**config.mk**
```make
export PLATFORM = sky130hd
export DESIGN_NAME = ifetch_stage_flat
export DESIGN_NICKNAME = d
export VERILOG_FILES = /design/src/rtl/ifetch_stage_pkg.sv /design/src/rtl/ifetch_stage_if.sv /design/src/rtl/ifetch_stage_fetch_queue.sv /design/src/rtl/ifetch_stage.sv /design/src/flat_wrapper.sv
export SDC_FILE = /design/constraint.sdc
export NUM_CORES = 1
export LEC_CHECK = 0
export ABC_AREA = 1
export CELL_PAD_IN_SITES_DETAIL_PLACEMENT = 0
export CELL_PAD_IN_SITES_GLOBAL_PLACEMENT = 1
export CORE_UTILIZATION = 42
export DETAILED_ROUTE_END_ITERATION = 10
export PLACE_DENSITY = 0.8
export SYNTH_ARGS = -nofsm -noshare
export SYNTH_HDL_FRONTEND = slang
export SYNTH_HIERARCHICAL = 1
export SYNTH_SLANG_ARGS = --single-unit
```
**constraint.sdc**
```tcl
create_clock -name clk -period 6.48 [get_ports clk]
set_input_delay 1.296 -clock clk [delete_from_list [all_inputs] [get_ports clk]]
set_output_delay 1.296 -clock clk [all_outputs]
set_load 0.03 [all_outputs]
```
**src/rtl/ifetch_stage_pkg.sv**
```systemverilog
// Shared types for the instruction fetch stage: FSM state encoding and fetch-queue entry layout.
package ifetch_stage_pkg;

  typedef enum logic [1:0] {
    IF_FETCH  = 2'd0,
    IF_DRAIN  = 2'd1,
    IF_FLUSHI = 2'd2
  } ifetch_state;

  typedef struct packed {
    logic [63:0] pc;
    logic [31:0] inst;
    logic        acc_err;
  } fetch_entry;

  function automatic logic [63:0] align_pc(input logic [63:0] pc);
    return {pc[63:2], 2'b00};
  endfunction

endpackage

```
**src/rtl/ifetch_stage_if.sv**
```systemverilog
// Instruction bus between the fetch stage (master) and the I-cache (slave).
interface ifetch_stage_if;
  logic [63:0] addr;
  logic        en;
  logic [31:0] rdata;
  logic        valid;
  logic        ready;
  logic        fence_i;
  logic        acc_err;

  modport master (
    output addr, en, ready, fence_i,
    input  rdata, valid, acc_err
  );

  modport slave (
    input  addr, en, ready, fence_i,
    output rdata, valid, acc_err
  );
endinterface

```
**src/rtl/ifetch_stage_fetch_queue.sv**
```systemverilog
// Synchronous FIFO of fetch entries with flush; head is presented combinationally.
module ifetch_stage_fetch_queue
  import ifetch_stage_pkg::*;
#(
  parameter int QDEPTH = 2
) (
  input  logic       clk,
  input  logic       rst,
  input  logic       push,
  input  logic       pop,
  input  logic       flush,
  input  fetch_entry wr_data,
  output fetch_entry rd_data,
  output logic       full,
  output logic       empty
);

  localparam int AW = (QDEPTH > 1) ? $clog2(QDEPTH) : 1;

  logic [AW-1:0] wr_ptr, rd_ptr;
  logic [AW:0]   count;
  fetch_entry    mem [QDEPTH];

  always_ff @(posedge clk or posedge rst) begin
    if (rst) begin
      wr_ptr <= '0;
      rd_ptr <= '0;
      count  <= '0;
    end else if (flush) begin
      wr_ptr <= '0;
      rd_ptr <= '0;
      count  <= '0;
    end else begin
      if (push) wr_ptr <= wr_ptr + 1'b1;
      if (pop)  rd_ptr <= rd_ptr + 1'b1;
      count <= count + (AW+1)'(push) - (AW+1)'(pop);
    end
  end

  // Entry storage carries no reset; occupancy is tracked by count alone.
  always_ff @(posedge clk) begin
    if (push && !flush) mem[wr_ptr] <= wr_data;
  end

  assign rd_data = mem[rd_ptr];
  assign full    = (count == (AW+1)'(QDEPTH));
  assign empty   = (count == '0);

endmodule

```
**src/rtl/ifetch_stage.sv**
```systemverilog
// Fetch stage: owns the PC, drives the I-cache bus, queues fetched words for decode.
// Optional IFETCH_ACC_FAULT_EN: access faults are forwarded to decode and halt fetch until a redirect.
module ifetch_stage
  import ifetch_stage_pkg::*;
#(
  parameter logic [63:0] RESET_PC = 64'h8000_0000,
  parameter int          QDEPTH   = 2
) (
  input  logic                 clk,
  input  logic                 rst,
  ifetch_stage_if.master       ibus,
  input  logic                 redirect_en,
  input  logic [63:0]          redirect_pc,
  input  logic                 fence_i_en,
  output logic                 out_valid,
  input  logic                 out_ready,
  output logic [63:0]          out_pc,
  output logic [31:0]          out_inst,
  output logic                 out_acc_err
);

  ifetch_state state;
  logic [63:0] pc, redir_pc, tgt_pc;
  logic        redir_fence, run, halted, fault;
  logic        q_full, q_empty, hs, push, pop, fetch_en;
  fetch_entry  push_entry, head;

  assign tgt_pc   = align_pc(redirect_pc);
  assign fetch_en = run && (state == IF_FETCH) && !q_full && !halted;

  // A request only rises with a free queue slot, so ready can simply follow en.
  assign ibus.en      = fetch_en || (state == IF_DRAIN);
  assign ibus.ready   = ibus.en;
  assign ibus.addr    = pc;
  assign ibus.fence_i = (state == IF_FLUSHI);

  assign hs   = ibus.en && ibus.valid;
  assign push = hs && (state == IF_FETCH) && !redirect_en;
  assign pop  = out_valid && out_ready && !redirect_en;

`ifdef IFETCH_ACC_FAULT_EN
  assign fault = ibus.acc_err;

  always_ff @(posedge clk or posedge rst) begin
    if (rst)                        halted <= 1'b0;
    else if (redirect_en)           halted <= 1'b0;
    else if (push && ibus.acc_err)  halted <= 1'b1;
  end
`else
  logic unused_acc_err;
  assign unused_acc_err = ibus.acc_err;
  assign fault          = 1'b0;
  assign halted         = 1'b0;
`endif

  assign push_entry.pc      = pc;
  assign push_entry.inst    = fault ? 32'h0 : ibus.rdata;
  assign push_entry.acc_err = fault;

  ifetch_stage_fetch_queue #(.QDEPTH(QDEPTH)) u_queue (
    .clk     (clk),
    .rst     (rst),
    .push    (push),
    .pop     (pop),
    .flush   (redirect_en),
    .wr_data (push_entry),
    .rd_data (head),
    .full    (q_full),
    .empty   (q_empty)
  );

  assign out_valid   = !q_empty;
  assign out_pc      = head.pc;
  assign out_inst    = head.inst;
  assign out_acc_err = out_valid && head.acc_err;

  // run holds the bus idle for the first cycle out of reset.
  always_ff @(posedge clk or posedge rst) begin
    if (rst) begin
      state <= IF_FETCH;
      pc    <= RESET_PC;
      run   <= 1'b0;
    end else begin
      run <= 1'b1;
      unique case (state)
        IF_FETCH: begin
          if (redirect_en) begin
            if (ibus.en && !hs) begin
              state <= IF_DRAIN;
            end else begin
              pc    <= tgt_pc;
              state <= fence_i_en ? IF_FLUSHI : IF_FETCH;
            end
          end else if (push) begin
            pc <= pc + 64'd4;
          end
        end
        IF_DRAIN: begin
          if (hs) begin
            pc    <= redirect_en ? tgt_pc : redir_pc;
            state <= (redirect_en ? fence_i_en : redir_fence) ? IF_FLUSHI : IF_FETCH;
          end
        end
        IF_FLUSHI: begin
          if (redirect_en) pc <= tgt_pc;
          state <= IF_FETCH;
        end
        default: state <= IF_FETCH;
      endcase
    end
  end

  // Redirect target parked while an in-flight request drains; later redirects overwrite it.
  always_ff @(posedge clk) begin
    if (redirect_en && ((state == IF_FETCH && ibus.en && !hs) || state == IF_DRAIN)) begin
      redir_pc    <= tgt_pc;
      redir_fence <= fence_i_en;
    end
  end

endmodule
```
**src/flat_wrapper.sv**
```systemverilog
// flat-port wrapper written by rule: the top's interface ports become plain ports
module ifetch_stage_flat import ifetch_stage_pkg::*;
#(
  parameter logic [63:0] RESET_PC = 64'h8000_0000,
  parameter int          QDEPTH   = 2
)
  (clk, rst, redirect_en, redirect_pc, fence_i_en, out_valid, out_ready, out_pc, out_inst, out_acc_err, ibus_addr, ibus_en, ibus_ready, ibus_fence_i, ibus_rdata, ibus_valid, ibus_acc_err);
  ifetch_stage_if ibus_i ();
  input  logic clk;
  input  logic rst;
  input  logic redirect_en;
  input  logic [63:0] redirect_pc;
  input  logic fence_i_en;
  output logic out_valid;
  input  logic out_ready;
  output logic [63:0] out_pc;
  output logic [31:0] out_inst;
  output logic out_acc_err;
  output wire logic [$bits(ibus_i.addr)-1:0] ibus_addr;
  output wire logic [$bits(ibus_i.en)-1:0] ibus_en;
  output wire logic [$bits(ibus_i.ready)-1:0] ibus_ready;
  output wire logic [$bits(ibus_i.fence_i)-1:0] ibus_fence_i;
  input wire logic [$bits(ibus_i.rdata)-1:0] ibus_rdata;
  input wire logic [$bits(ibus_i.valid)-1:0] ibus_valid;
  input wire logic [$bits(ibus_i.acc_err)-1:0] ibus_acc_err;
  assign ibus_addr = ibus_i.addr;
  assign ibus_en = ibus_i.en;
  assign ibus_ready = ibus_i.ready;
  assign ibus_fence_i = ibus_i.fence_i;
  assign ibus_i.rdata = ibus_rdata;
  assign ibus_i.valid = ibus_valid;
  assign ibus_i.acc_err = ibus_acc_err;
  ifetch_stage #(.RESET_PC(RESET_PC), .QDEPTH(QDEPTH)) u_core (.clk(clk), .rst(rst), .ibus(ibus_i), .redirect_en(redirect_en), .redirect_pc(redirect_pc), .fence_i_en(fence_i_en), .out_valid(out_valid), .out_ready(out_ready), .out_pc(out_pc), .out_inst(out_inst), .out_acc_err(out_acc_err));
endmodule
```
==> run metrics <==
Die Area=38300 um^2; placed insts=around 2200; GRT Util Overall=24.0%; ant diodes=0; DR iter-0 viols=1127; Clock Skew=0.0141 ns; TritonCTS Sinks=326; global route overflow=0; Max Freq=0.220 GHz; #FFs+latches synth=326; Yosys Warn Count=6; via count=12400; Core ar.=36800 um^2; CTS tree=built; Die H=196 um; Crit. End Element=primary output; highest routed layer=met4; met1 WL=20400 um; Synth top cells by count=475 x nand2_1, 257 x edfxtp_1, 176 x nor2_1, 107 x a21oi_1, 89 x mux2_2; unrepaired setup endpoints after global routing=false; Leakage=~7.4 nW; DP Wirelength=approximately 30000 um; largest net degree at the start of global routing=80; gpl congestion=0.885; number of CTS-inserted buffers=37; vias in the first global route=12000; hold_buf cts=0; drt pass-1 iters=5; synthesized area=around 16000 um^2; part of the Yosys area used for sequential elements=59.9%; Primary FF master, synth=edfxtp_1; post-CTS setup buffer count=0; peak per-stage delay on the critical path=1.00 ns; CP required=5.18 ns; I/O pin total=between 200 and 300; Final Net Count=1927; met2 routed wirelength=21600 um; Synth cell types=39; Min-Delay Path Class=reg -> reg; global-route wire length before repair=70500 um; max-slew violations=0; initial antenna violation count=0; Final ANT Viol Nets=0; post-CTS sizing=0; Area Overhead vs Synth=26.7%; Syn Inst Count=1569; vias per cell=5.35; Max-Cap Viols=0; final wirelength=around 46000 um; VDD IR max=260 uV; port bufs=262; asr flop ratio synth=21.2%; Synth area leaders=edfxtp_1 49%, nand2_1 11%, dfrtp_1 11%, mux2_2 6.4%, nor2_1 4.2%; CP top delay family=buffers and inverters; CP Launch Type=flop; Post-synth EDFFs=257; area share of the largest cell type after synthesis=approximately half; Starting Density=42.9%; Root Buffer=clkbuf_16; critical path data arrival time=3.25 ns; critical path cell sequence=buf_4 > mux2_2 > clkdlybuf4s50_1; critical path fanouts, max=69; WL/cell=20.0 um; cell with the most instances after synthesis=nand2_1; Die Width=196 um; Fill cells=around 3300; clk_lat worst skew=0.53 ns; Non-Filler Instances=2310; worst path bufs/invs=2; H-tree levels=2; minimum clock period=around 4.5 ns; routed wl met3=3340 um; Bufs on Longest Clock Path=3; Fin. Hold Viols=0; clock transition at the registers of the reported paths=approximately 0.060 ns; slowest CP cell=dfrtp_4; relative slew slack=20.1%; synthesized area per cell=10.1 um^2; layout cells sized above 1=10.6%; largest area contributor in the netlist=edfxtp_1; Tcrit/Tclk final=70.2%; num rows=70; Crit Path Category=reg -> out; Power per Cell Area=419 nW/um^2; post-route setup TNS=0 ns; # DRC=0; worst slew pin tran=1.19 ns; final setup vio count=0; status=complete, no violations
## per-layer routing
layer	vias up	global-route usage, %
met1	5963	34.0
met5	-	0
met4	0	6.13
met2	483	38.6
li1	5859	-
met3	62	3.58
## registers in the layout, summed over array words and instances, names as in the netlist
| register | flops |
|---|---|
| u_core/u_queue/mem | 194 |
| u_core/ibus.addr | 62 |
| u_core/redir_pc | 62 |
| u_core/state | 2 |
| u_core/u_queue/count | 2 |
| u_core/redir_fence | 1 |
| u_core/run | 1 |
| u_core/u_queue/rd_ptr | 1 |
| u_core/u_queue/wr_ptr | 1 |
## path summary, 6_finish.rpt
path / from / to / slack, ns / depth (start not counted)
max in group asynchronous: rst / u_core/ibus.addr[26] / 4.42 / 3
hold reg to reg: u_core/redir_pc[11] / u_core/ibus.addr[11] / 0.56 / 2
hold / removal: u_core/redir_pc[11] / u_core/ibus.addr[11] / 0.56 / 2
setup / recovery: u_core/u_queue/rd_ptr / out_pc[54] / 1.93 / 3
setup reg to reg: u_core/state[1] / u_core/ibus.addr[46] / 3.03 / 10
min in group asynchronous: rst / u_core/u_queue/count[1] / 1.02 / 2
## placed cells by master, fill, tap and decap left out, types with 10 or more instances in the layout
cell	netlist	final
a211oi_1	16	16
a21oi_1	107	107
a221oi_1	26	26
buf_4	8	10
clkbuf_16	0	37
clkdlybuf4s50_1	0	261
dfrtp_1	68	67
edfxtp_1	257	257
inv_1	82	80
mux2_2	89	89
nand2_1	475	474
nand2_2	9	10
nand3_1	40	40
nor2_1	176	173
o21ai_0	51	51
o21ai_1	21	21
xor2_1	10	10
## worst min-delay path: cells and delay by family, from the launching register on
| kind | cells | cell delay [ns] |
|---|---|---|
| flip-flops | 1 | 0.33 |
| AO/OA/AOI/OAI | 2 | 0.20 |
## logic make-up after synthesis
| logic type | share of synthesized area [%] |
|---|---|
| buf+inv | 4.30 |
| fa+ha+maj | 0.555 |
| simple gates | 18.2 |
| compound gates | 9.10 |
| flops | 59.9 |
| xor+xnor | 0.777 |
| other cells | 0.0476 |
| mux | 7.11 |
## per-stage QoR
step	setup slack (ns)	utilization [%]	hold slack [ns]	total power, mW	instance area [um^2]
finish	1.93	54.3	0.564	8.37	20000
global route	1.84	54.3	0.592	8.82	20000
CTS	1.93	54.3	0.562	8.40	20000
detailed placement	2.21	51.1	0.557	6.28	18800
global placement	2.22	51.1	0.542	6.23	18800
floorplan	0.0752	-	0.486	5.04	15800
## report_power, final
group	switching (mW)	leakage (nW)	internal (mW)
combinational	1.90	3.61	1.10
sequential	0.600	3.18	2.67
clock	0.843	0.583	1.25
## area by class of cell
cell class / instances / area [um^2] / share of cell area, %
repair buffers: 274 / 2730 / 13.7
flip-flops and latches: 326 / 9450 / 47.3
clock buffers: 49 / 1000 / 5.01
inverters: 85 / 319 / 1.60
clock inverters: 15 / 200 / 1.00
multi-input cells: 1093 / 5700 / 28.5
well taps: 468 / 586 / 2.93
(Power assumes the default switching activity.)
